[config.mk]
export PLATFORM = sky130hd
export DESIGN_NAME = cdc_fifo_reader
export DESIGN_NICKNAME = d
export VERILOG_FILES = /design/src/rtl/cdc_fifo_reader_pkg.sv /design/src/rtl/cdc_fifo_reader_sync2.sv /design/src/rtl/cdc_fifo_reader.sv
export SDC_FILE = /design/constraint.sdc
export NUM_CORES = 1
export LEC_CHECK = 0
export ABC_AREA = 0
export CORE_ASPECT_RATIO = 1.1
export CORE_MARGIN = 8
export CORE_UTILIZATION = 36
export CTS_CLUSTER_SIZE = 40
export DETAILED_ROUTE_END_ITERATION = 8
export PLACE_DENSITY = 0.66
export RECOVER_POWER = 50
export SLEW_MARGIN = 20
export SYNTH_ARGS = -nofsm -noshare
export SYNTH_HDL_FRONTEND = slang
export SYNTH_HIERARCHICAL = 1
export SYNTH_SLANG_ARGS = --single-unit
export TNS_END_PERCENT = 1
[constraint.sdc]
create_clock -name clk -period 4.6 [get_ports clk]
set_input_delay 0.46 -clock clk [delete_from_list [all_inputs] [get_ports clk]]
set_output_delay 0.46 -clock clk [all_outputs]
set_load 0.005 [all_outputs]
[src/rtl/cdc_fifo_reader_pkg.sv]
// Shared types and Gray-code helpers for the dual-clock FIFO read and write sides.
package cdc_fifo_reader_pkg;

   localparam int unsigned GRAY_FN_W = 32;

   // Read-side output register occupancy
   typedef enum logic {
      ST_EMPTY = 1'b0,
      ST_HOLD  = 1'b1
   } rd_state_t;

   // Callers zero-extend into and truncate out of the fixed function width.
   function automatic logic [GRAY_FN_W-1:0] bin2gray(input logic [GRAY_FN_W-1:0] b);
      return b ^ (b >> 1);
   endfunction

   function automatic logic [GRAY_FN_W-1:0] gray2bin(input logic [GRAY_FN_W-1:0] g);
      logic [GRAY_FN_W-1:0] b;
      b[GRAY_FN_W-1] = g[GRAY_FN_W-1];
      for (int i = GRAY_FN_W - 2; i >= 0; i--) begin
         b[i] = b[i+1] ^ g[i];
      end
      return b;
   endfunction

endpackage

[src/rtl/cdc_fifo_reader_sync2.sv]
// Two-flop synchronizer with synchronous reset; only the second stage is consumed.
module cdc_sync2 #(
   parameter int unsigned WIDTH = 1
) (
   input  logic             clk,
   input  logic             reset,
   input  logic [WIDTH-1:0] d,
   output logic [WIDTH-1:0] q
);

   logic [WIDTH-1:0] sync1;

   always_ff @(posedge clk) begin
      if (reset) begin
         sync1 <= '0;
         q     <= '0;
      end else begin
         sync1 <= d;
         q     <= sync1;
      end
   end

endmodule

[src/rtl/cdc_fifo_reader.sv]
// Read-side controller of the dual-clock FIFO: synchronizes the Gray write pointer,
// owns the read pointer and presents memory words through a one-entry valid/ready register.
module cdc_fifo_reader
   import cdc_fifo_reader_pkg::*;
#(
   parameter int unsigned DATA_WIDTH = 8,
   parameter int unsigned ADDR_SIZE  = 4
) (
   input  logic                  clk,
   input  logic                  reset,
   input  logic [ADDR_SIZE:0]    w_ptr_gray,
   output logic [ADDR_SIZE:0]    r_ptr_gray,
   output logic [ADDR_SIZE-1:0]  r_addr,
   input  logic [DATA_WIDTH-1:0] r_mem_data,
   output logic                  r_valid,
   input  logic                  r_ready,
   output logic [DATA_WIDTH-1:0] r_data,
   output logic                  r_empty,
   output logic [ADDR_SIZE:0]    r_fill
);

   localparam int unsigned PTR_W = ADDR_SIZE + 1;

   rd_state_t        state;
   rd_state_t        state_next;
   logic [PTR_W-1:0] w_sync2;
   logic [PTR_W-1:0] r_bin;
   logic [PTR_W-1:0] r_bin_inc;
   logic             load;

   cdc_sync2 #(.WIDTH(PTR_W)) u_wptr_sync (
      .clk   (clk),
      .reset (reset),
      .d     (w_ptr_gray),
      .q     (w_sync2)
   );

   // Gray compare is exact across laps because both pointers carry the lap MSB.
   assign r_empty   = (r_ptr_gray == w_sync2);
   assign r_fill    = PTR_W'(gray2bin(GRAY_FN_W'(w_sync2))) - r_bin;
   assign r_addr    = r_bin[ADDR_SIZE-1:0];
   assign r_bin_inc = r_bin + PTR_W'(1);
   assign load      = !r_empty && (!r_valid || r_ready);

   always_ff @(posedge clk) begin
      if (reset) begin
         state <= ST_EMPTY;
      end else begin
         state <= state_next;
      end
   end

   always_comb begin
      state_next = state;
      if (load) begin
         state_next = ST_HOLD;
      end else if (state == ST_HOLD && r_ready) begin
         state_next = ST_EMPTY;
      end
   end

   always_comb begin
      r_valid = (state == ST_HOLD);
   end

   // Binary and Gray pointers advance together so the exported Gray value never glitches.
   always_ff @(posedge clk) begin
      if (reset) begin
         r_bin      <= '0;
         r_ptr_gray <= '0;
         r_data     <= '0;
      end else if (load) begin
         r_bin      <= r_bin_inc;
         r_ptr_gray <= PTR_W'(bin2gray(GRAY_FN_W'(r_bin_inc)));
         r_data     <= r_mem_data;
      end
   end

endmodule

==> results of run 1 <==
-- layout make-up --
class / instances / share of cell area (%)
Clock buffer: 3 / 2.165
Multi-Input combinational cell: 105 / 41.01
Inverter: 10 / 1.969
Timing Repair Buffer: 39 / 20.47
Tap cell: 52 / 3.412
Clock inverter: 1 / 1.575
Sequential cell: 28 / 29.40
-- flip-flops by register name (all words and copies together), names as in the netlist --
| register | flops |
|---|---|
| r_bin | 4 |
| r_data | 8 |
| r_ptr_gray | 5 |
| r_valid | 1 |
| u_wptr_sync/q | 5 |
| u_wptr_sync/sync1 | 5 |
-- cell families (layout without fill, tap and decap cells) --
family                     Yosys count  in the layout
xor gates and xnor gates            19             19
muxes                               12             12
adders and majority gates            6              6
AOI/OAI and AO/OA                   23             23
DFF                                 28             28
and+or+nand+nor                     45             45
buffers and inverters               17             53
-- power by group through the flow --
stage / registers [W] / logic [W] / clock network (W)
floorplan: 0.000325 / 0.000249 / 0
global placement: 0.000331 / 0.000420 / 0
detailed placement: 0.000334 / 0.000425 / 0
CTS: 0.000328 / 0.000430 / 0.000197
global route: 0.000335 / 0.000455 / 0.000208
finish: 0.000326 / 0.000415 / 0.000191
-- Yosys cell counts, drive strengths merged (3+ instances only) --
| library cell | instances |
|---|---|
| ha | 5 |
| inv | 9 |
| a21oi | 6 |
| xor2 | 6 |
| buf | 4 |
| nand2 | 21 |
| mux2i | 10 |
| nor2b | 12 |
| nor2 | 3 |
| xnor2 | 13 |
| nand4 | 4 |
| dfxtp | 28 |
-- path summary, 6_finish.rpt --
check,startpoint,to,slack (ns),cells past startpoint
max,u_wptr_sync/q[4]$_SDFF_PP0_,r_fill[4],0.93,11
min,u_wptr_sync/sync1[2]$_SDFF_PP0_,u_wptr_sync/q[2]$_SDFF_PP0_,0.44,1
max reg2reg,r_bin[0]$_SDFFE_PP0P_,r_ptr_gray[2]$_SDFFE_PP0P_,2.70,5
min reg2reg,u_wptr_sync/sync1[2]$_SDFF_PP0_,u_wptr_sync/q[2]$_SDFF_PP0_,0.44,1
-- metal layers --
metal	up-vias	routed length, µm	track usage [%]
met5	-	0	0
met4	0	34	3.269
met3	4	213	3.896
met2	35	1644	19.54
met1	543	1398	11.58
li1	577	-	-
-- per-stage QoR --
step	hold WS (ns)	setup slack [ns]	power (W)
2_1_floorplan	0.4138	1.970	0.0005737
3_3_place_gp	0.4203	1.396	0.0007508
3_5_place_dp	0.4218	1.211	0.0007591
4_1_cts	0.4444	0.8946	0.0009544
5_1_grt	0.4601	0.6890	0.0009990
6_report	0.4410	0.9251	0.0009316
-- worst max-delay path: cells and delay by family (launching register included) --
| family | cells | cell delay, ns |
|---|---|---|
| xor gates and xnor gates | 5 | 1.07 |
| adders and majority gates | 2 | 0.65 |
| buffers and inverters | 2 | 0.61 |
| DFF | 1 | 0.43 |
| AOI/OAI and AO/OA | 2 | 0.18 |
==> flow_summary_export.csv, run 1 <==
group,metric,value,unit
cells_and_area,final_area,1907,µm²
cts,cts_root_buf,"clkbuf_8",
timing,tns,0,ns
cells_and_area,final_cell_mix,"dfxtp_1 (28), clkdlybuf4s50_1 (24), nand2_1 (21)",
setup_path,crit_type,"flop to output pin",
logic_synthesis,synth_mux_area_share,8.829,%
global_route,grt_max_degree,28,
logic_synthesis,synth_top_family_by_area,"simple AND/OR/NAND/NOR gates",
cells_and_area,drive_gt1_share,5.914,%
routing,vias,1159,
logic_synthesis,synthSimpleGateAreaFrac,15.91,%
logic_synthesis,yosysUniqueCellTypes,39,
cts,clockBufferDepth,2,
timing,setup_viol,0,
global_route,antenna_found_initial,0,
run_status,status,"finished, final reports clean",
place,place_inst,234,
cells_and_area,finalNetCount,209,
routing,drc_errors,0,
global_route,grt_overflow_total,0,
setup_path,required,4.14,ns
logic_synthesis,asyncSetResetFlopFracSynth,0,%
logic_synthesis,synth_fa_ha_area_share,5.769,%
pwr,p_leak,0.7997,nW
timing,min_period,3.675,ns
logic_synthesis,yosys_warnings,6,
pwr,ir_drop,0.0002676,V
pwr,pwr-share-clk,20.5,%
logic_synthesis,synth-main-ff-cell,"dfxtp_1",
pwr,p_int,0.0006383,W
floorplanning,start_util,36.67,%
logic_synthesis,ys_ff_latch,28,
timing,maxSlewViolCount,0,
timing,tightestPinTransition,0.8065,ns
setup_path,cp_common_cell,"xor2_1",
flow_run,maxCapViolCount,0,
cells_and_area,syn2layout_area_growth,33.22,%
setup_path,end_kind,"output pin",
timing,hold_viol,0,
cells_and_area,final_common_cell,"dfxtp_1",
place,dpl-instance-area,1836,µm²
cts,cts.sinks,28,
floorplanning,die_h,82.14,µm
global_route,grtUsageTotal,10.73,%
cts,numCtsBuffers,3,
routing,drt-vias-per-instance,4.870,
setup_path,startpoint_type,"flop",
setup_path,critPathMaxStageDelay,0.53,ns
hold_path,hold_class,"flop to flop",
timing,max_slew_margin,46.06,%
cts,postCtsHoldBufs,0,
routing,wl,3290,µm
cells_and_area,seqCellArea,560.5,µm²
logic_synthesis,synth_nets,172,
setup_path,crit_fanout,3,
global_route,grt_pass1_vias,1164,
pwr,switching_share,31.49,%
routing,first_pass_iters,4,
logic_synthesis,synth_xor_area_share,12.15,%
floorplanning,rows,24,
setup_path,arrival,3.21,ns
cts,clk_latency,0.27,ns
floorplanning,dieArea,6252,µm²
logic_synthesis,synth_edf_count,0,
setup_path,worst_path_max_delay_cell,"clkdlybuf4s50_1",
pwr,power-per-cell-area,488.5,nW/µm²
logic_synthesis,avgSynthCellArea,9.542,µm²
cts,cts_setup_buffers,0,
logic_synthesis,synthDominantCellAreaShare,39.16,%
logic_synthesis,synth_area,1431,µm²
pwr,power.switching,0.0002933,W
logic_synthesis,syn_inst,150,
cells_and_area,post-route-util,48.85,%
cells_and_area,final_cells,238,
place,io_buffer_count,39,
cts,cts_max_level,1,
timing,clock_skew,0.004213,ns
cells_and_area,n_fill_cell,376,
timing,period_share,79.89,%
logic_synthesis,synth-compound-area-share,11.98,%
cts,cts_tree,"done",
timing,rsz0062_at_grt,"false",
pwr,combPwrFrac,44.5,%
floorplanning,die_w,76.12,µm
place,gp_congestion,0.7525,
logic_synthesis,synth_area_leader_cell,"dfxtp_1",
cts,path_clk_slew,0.09,ns
routing,initialDrtViolationCount,80,
place,dp_hpwl,2523,µm
floorplanning,coreArea,3904,µm²
floorplanning,io_pins,40,
global_route,grt_pass1_wl,5582,µm
setup_path,crit_chain,"xor2_1 > xnor2_1 > xor2_1 > xor2_1 > ha_1 > fa_1 > inv_1 > a21o_1 > a21oi_1 > xnor2_1 > clkdlybuf4s50_1",
timing,fmax,272.1,MHz
cts,ctsResizeCount,0,
logic_synthesis,yosys-top-cells-area,"dfxtp_1 (39%), xnor2_1 (7.3%), mux2i_1 (7.0%)",
cells_and_area,multiInputGateArea,782.0,µm²
routing,drt-wirelength-per-cell,13.82,µm
pwr,p_seq_share,35.0,%
routing,ant_nets,0,
logic_synthesis,ys_seq_area_share,39.16,%
cells_and_area,antennaDiodeCount,0,
Power figures use the tool's default switching activity.
==> run 2, diff against run 1 <==
clock period = 3.7 ns   (was 4.6 ns; I/O delays follow)
==> run 2 against run 1 <==
Net effect: count of clock-buffer cells in the layout up 1; clock skew down 0.0026 ns; non-clock buffer count up 2; critical endpoint unchanged; highest routed layer unchanged; register-to-register slack worse by 0.89 ns; combinational power up 25%.
==> flow_summary_export.csv, run 2 (same netlist as run 1, synthesis figures left out) <==
group,metric,value,unit
pwr,p_int,0.0007455,W
setup_path,cp_num_cells,11,
timing,period_share,93.31,%
timing,rsz0062_at_grt,"false",
cells_and_area,syn2layout_area_growth,33.39,%
place,io_buffer_count,39,
cells_and_area,final_common_cell,"dfxtp_1",
setup_path,startpoint,"u_wptr_sync/q[4]$_SDFF_PP0_",
timing,worst_hold_slack,0.4463,ns
setup_path,crit_fanout,3,
setup_path,critPathCapture,"r_fill[4]",
timing,maxSlewViolCount,0,
place,dp_hpwl,2502,µm
setup_path,timing.rr.end,"r_ptr_gray[2]$_SDFFE_PP0P_",
timing,fmax,289.6,MHz
global_route,grt_max_degree,25,
setup_path,startpoint_type,"flop",
setup_path,reg2reg_from,"r_bin[0]$_SDFFE_PP0P_",
cells_and_area,antennaDiodeCount,0,
routing,initialDrtViolationCount,58,
cts,cts_setup_buffers,0,
setup_path,cp_num_buf_inv,2,
routing,first_pass_iters,4,
floorplanning,start_util,36.67,%
setup_path,rrSetupSlack,1.81,ns
timing,clock_skew,0.001566,ns
timing,tns,0,ns
place,place_inst,236,
pwr,combPwrFrac,46.6,%
cells_and_area,drive_gt1_share,6.915,%
setup_path,crit_chain,"xor2_1 > xnor2_1 > xor2_2 > xor2_1 > ha_1 > fa_1 > inv_1 > a21o_1 > a21oi_1 > xnor2_1 > clkdlybuf4s50_1",
cells_and_area,final_cell_mix,"dfxtp_1 (28), clkdlybuf4s50_1 (26), nand2_1 (21)",
global_route,grt_pass1_wl,5340,µm
floorplanning,dieArea,6252,µm²
timing,max_slew_margin,40.43,%
cts,postCtsHoldBufs,0,
routing,vias,1166,
routing,ant_nets,0,
routing,wl,3285,µm
setup_path,required,3.33,ns
global_route,antenna_found_initial,0,
place,gp_congestion,0.7687,
cts,cts_root_buf,"clkbuf_8",
run_status,status,"finished, final reports clean",
routing,drc_errors,0,
cts,clockBufferDepth,2,
cts,clk_latency,0.27,ns
setup_path,crit_type,"flop to output pin",
cts,path_clk_slew,0.09,ns
pwr,power.switching,0.0003651,W
timing,hold_viol,0,
global_route,grt_pass1_vias,1114,
floorplanning,rows,24,
cells_and_area,regMostFlops,"r_data",
setup_path,critPathMaxStageDelay,0.53,ns
floorplanning,coreArea,3904,µm²
pwr,power,0.001111,W
setup_path,worst_path_max_delay_cell,"clkdlybuf4s50_1",
cts,ctsResizeCount,0,
floorplanning,die_w,76.12,µm
pwr,ir_drop,0.0002171,V
cells_and_area,largest_reg_flops,8,
global_route,grtUsageTotal,10.12,%
setup_path,end_kind,"output pin",
cells_and_area,post-route-util,48.91,%
setup_path,arrival,3.08,ns
cells_and_area,n_fill_cell,385,
cells_and_area,finalNetCount,211,
flow_run,maxCapViolCount,0,
cts,cts_max_level,1,
timing,setup_viol,0,
pwr,power-per-cell-area,581.7,nW/µm²
hold_path,hold_class,"flop to flop",
pwr,switching_share,32.87,%
pwr,p_seq_share,36.5,%
timing,tightestPinTransition,0.8935,ns
timing,min_period,3.453,ns
setup_path,crit_family,"XOR/XNOR gates",
setup_path,ff2ff_path_depth,5,
hold_path,worstHoldPathCells,1,
cts,cts.sinks,28,
pwr,pwr-share-clk,16.9,%
global_route,grt_overflow_total,0,
routing,drt-wirelength-per-cell,13.69,µm
cells_and_area,final_cells,240,
floorplanning,die_h,82.14,µm
floorplanning,io_pins,40,
routing,drt-vias-per-instance,4.858,
cts,cts_tree,"done",
cts,numCtsBuffers,3,
pwr,p_leak,0.7926,nW
## run 2: per-stage QoR
step / area [µm²] / worst slack [ns]
6_report: 1909 / 0.2475
5_1_grt: 1909 / 0.007806
4_1_cts: 1906 / 0.1323
3_5_place_dp: 1851 / 0.4429
3_3_place_gp: 1851 / 0.5849
2_1_floorplan: 1431 / 1.160
## run 2: worst min-delay path by stage
stage	from	end	slack, ns
2_1_floorplan	u_wptr_sync/sync1[0]$_SDFF_PP0_	u_wptr_sync/q[0]$_SDFF_PP0_	0.41
3_3_place_gp	u_wptr_sync/sync1[2]$_SDFF_PP0_	u_wptr_sync/q[2]$_SDFF_PP0_	0.42
3_5_place_dp	u_wptr_sync/sync1[1]$_SDFF_PP0_	u_wptr_sync/q[1]$_SDFF_PP0_	0.43
4_1_cts	u_wptr_sync/sync1[1]$_SDFF_PP0_	u_wptr_sync/q[1]$_SDFF_PP0_	0.45
5_1_grt	u_wptr_sync/sync1[0]$_SDFF_PP0_	u_wptr_sync/q[0]$_SDFF_PP0_	0.47
6_report	u_wptr_sync/sync1[1]$_SDFF_PP0_	u_wptr_sync/q[1]$_SDFF_PP0_	0.45
## run 2: worst register-to-register path: cells and delay by family, from the launching register on
family,cells,cell delay [ns]
compound gates,2,0.65
xor+xnor,2,0.30
fa+ha+maj,1,0.37
flops,1,0.52
## run 2: power by group through the flow
stage	Clock [W]	Sequential [W]	Combinational, W
floorplan	0	0.000404	0.000310
global placement	0	0.000412	0.000522
detailed placement	0	0.000415	0.000530
CTS	0.000195	0.000408	0.000535
global route	0.000210	0.000414	0.000568
finish	0.000188	0.000405	0.000517
## run 2: layout make-up
cell class / count / area [µm²] / share of cell area, %
timing repair buffer: 41 / 401.6 / 21.04
tap: 52 / 65.06 / 3.408
clock buffer: 4 / 55.05 / 2.883
multi-input combinational: 105 / 789.5 / 41.35
sequential: 28 / 560.5 / 29.36
inverter: 10 / 37.54 / 1.966
## run 2: routing by layer
| metal | vias to the layer above | share of wire (%) | track usage [%] |
|---|---|---|---|
| met3 | 4 | 3.9 | 2.814 |
| met5 | - | 0 | 0 |
| met1 | 558 | 45 | 11.60 |
| li1 | 584 | - | - |
| met2 | 20 | 50 | 18.25 |
| met4 | 0 | 0.70 | 2.885 |
==> run 3, diff against run 2 <==
CORE_MARGIN = 2   (was 8)
==> run 3 against run 2 <==
Net effect: worst hold slack got worse by 0.0018 ns; flip-flop and latch count unchanged; non-clock buffer count did not move; core utilization is 0.19 points higher; clock skew increased by 0.0037 ns; wire length down 5.5%; first-iteration DRC count is 10% lower; sequential power is essentially flat; final cell count stayed put; global-route usage up 4.9 points; largest cell class unchanged; largest power group unchanged; highest routed layer unchanged.
==> flow_summary_export.csv, run 3 (same netlist as run 1, synthesis figures left out) <==
group,metric,value,unit
run_status,status,"finished, final reports clean",
routing,drt-vias-per-instance,4.896,
global_route,grtUsageTotal,15.03,%
routing,initialDrtViolationCount,52,
cells_and_area,syn2layout_area_growth,33.92,%
pwr,power-per-cell-area,579.2,nW/µm²
timing,setup_viol,0,
floorplanning,rows,24,
timing,maxSlewViolCount,0,
setup_path,crit_type,"flop to output pin",
setup_path,critPathMaxStageDelay,0.52,ns
routing,ant_nets,0,
global_route,use_met3,2.415,%
floorplanning,coreArea,3904,µm²
setup_path,crit_family,"XOR/XNOR gates",
pwr,ir_drop,0.0002285,V
cts,clockBufferDepth,2,
place,io_buffer_count,39,
cts,cts_setup_buffers,0,
global_route,top_usage_layer,"met2",
cts,cts.sinks,28,
cells_and_area,final_cell_mix,"dfxtp_1 (28), clkdlybuf4s50_1 (25), nand2_1 (21)",
global_route,grt_use_met2,26.16,%
global_route,grt_overflow_total,0,
cts,cts_root_buf,"clkbuf_8",
timing,period_share,92.85,%
setup_path,cp_num_buf_inv,2,
timing,tightestPinTransition,0.9336,ns
routing,drc_errors,0,
cts,clk_latency,0.28,ns
global_route,grt_pass1_vias,1232,
cts,numCtsBuffers,3,
routing,drt-wirelength-per-cell,12.93,µm
timing,max_slew_margin,37.76,%
hold_path,hold_class,"flop to flop",
timing,fmax,291.1,MHz
timing,clock_skew,0.005231,ns
cells_and_area,finalNetCount,211,
setup_path,arrival,3.07,ns
global_route,met1_usage,17.02,%
timing,hold_viol,0,
global_route,antenna_found_initial,0,
global_route,grt_max_degree,25,
setup_path,startpoint_type,"flop",
floorplanning,dieArea,4497,µm²
cells_and_area,antennaDiodeCount,0,
pwr,p_leak,0.7962,nW
routing,first_pass_iters,4,
setup_path,end_kind,"output pin",
floorplanning,die_h,70.14,µm
cells_and_area,largest_reg_flops,8,
cts,path_clk_slew,0.09,ns
flow_run,maxCapViolCount,0,
routing,vias,1175,
floorplanning,io_pins,40,
routing,wl,3104,µm
timing,rsz0062_at_grt,"false",
cts,cts_max_level,1,
setup_path,required,3.33,ns
place,dp_hpwl,2302,µm
cts,cts_tree,"done",
setup_path,crit_chain,"xor2_2 > xnor2_1 > xor2_2 > xor2_1 > ha_1 > fa_1 > inv_1 > a21o_1 > a21oi_1 > xnor2_1 > clkdlybuf4s50_1",
cells_and_area,regMostFlops,"r_data",
cells_and_area,post-route-util,49.10,%
global_route,grt_pass1_wl,5340,µm
place,gp_congestion,0.7825,
timing,min_period,3.435,ns
cells_and_area,drive_gt1_share,7.447,%
floorplanning,start_util,36.67,%
cells_and_area,final_common_cell,"dfxtp_1",
floorplanning,die_w,64.12,µm
setup_path,crit_fanout,3,
setup_path,worst_path_max_delay_cell,"clkdlybuf4s50_1",
timing,tns,0,ns
-- run 3: cell types whose count changed in the layout (fill, tap and decap cells not counted) --
cell | previous run | this run
clkdlybuf4s50_1 | 26 | 25
xor2_2 | 1 | 2
xor2_1 | 5 | 4
dlygate4sd3_1 | 13 | 14
-- run 3: area by class of cell --
class                      instances  area, µm²
timing repair buffer              41      401.6
multi-input combinational        105      797.0
clock buffer                       4      55.05
sequential                        28      560.5
fill                             375       1987
inverter                          10      37.54
tap                               52      65.06
-- run 3: final timing paths --
path,end,from,slack [ns],cells past startpoint
setup / recovery,r_fill[4],u_wptr_sync/q[4]$_SDFF_PP0_,0.26,11
hold / removal,u_wptr_sync/q[0]$_SDFF_PP0_,u_wptr_sync/sync1[0]$_SDFF_PP0_,0.44,1
setup reg to reg,r_ptr_gray[2]$_SDFFE_PP0P_,r_bin[0]$_SDFFE_PP0P_,1.80,5
hold reg to reg,u_wptr_sync/q[0]$_SDFF_PP0_,u_wptr_sync/sync1[0]$_SDFF_PP0_,0.44,1
-- run 3: where the power goes --
group          total [W]  switching (W)  internal, W
sequential      0.000406      0.0000529     0.000353
combinational   0.000517       0.000220     0.000297
clock           0.000188      0.0000925    0.0000954
-- run 3: per-layer routing --
metal  vias up  wire (µm)
met5         -          0
met4         0         89
met3         8        129
met2        30       1547
met1       555       1337
li1        582          -
-- run 3: repair_timing --
action / in CTS / in global routing
hold buffers: 0 / 0
endpoints found under the setup margin: 0 / 1
resized for setup: 0 / 2
endpoints found under the hold margin: 0 / 0
-- run 3: metrics by stage --
step           setup WS [ns]  hold WS (ns)  total power [W]  cell area [µm²]  std cells
3_5_place_dp          0.4800        0.4218        0.0009384             1851        236
2_1_floorplan          1.160        0.4138        0.0007133             1431        150
5_1_grt              0.02352        0.4678         0.001188             1917        240
6_report              0.2645        0.4445         0.001110             1917        240
4_1_cts               0.1512        0.4445         0.001131             1906        240
3_3_place_gp          0.5952        0.4191        0.0009271             1851        236
-- run 3: worst register-to-register path: cells and delay by family, from the launching register on --
| kind | cells | cell delay (ns) |
|---|---|---|
| adders and majority gates | 1 | 0.38 |
| AOI/OAI and AO/OA | 2 | 0.67 |
| DFF | 1 | 0.52 |
| xor gates and xnor gates | 2 | 0.30 |
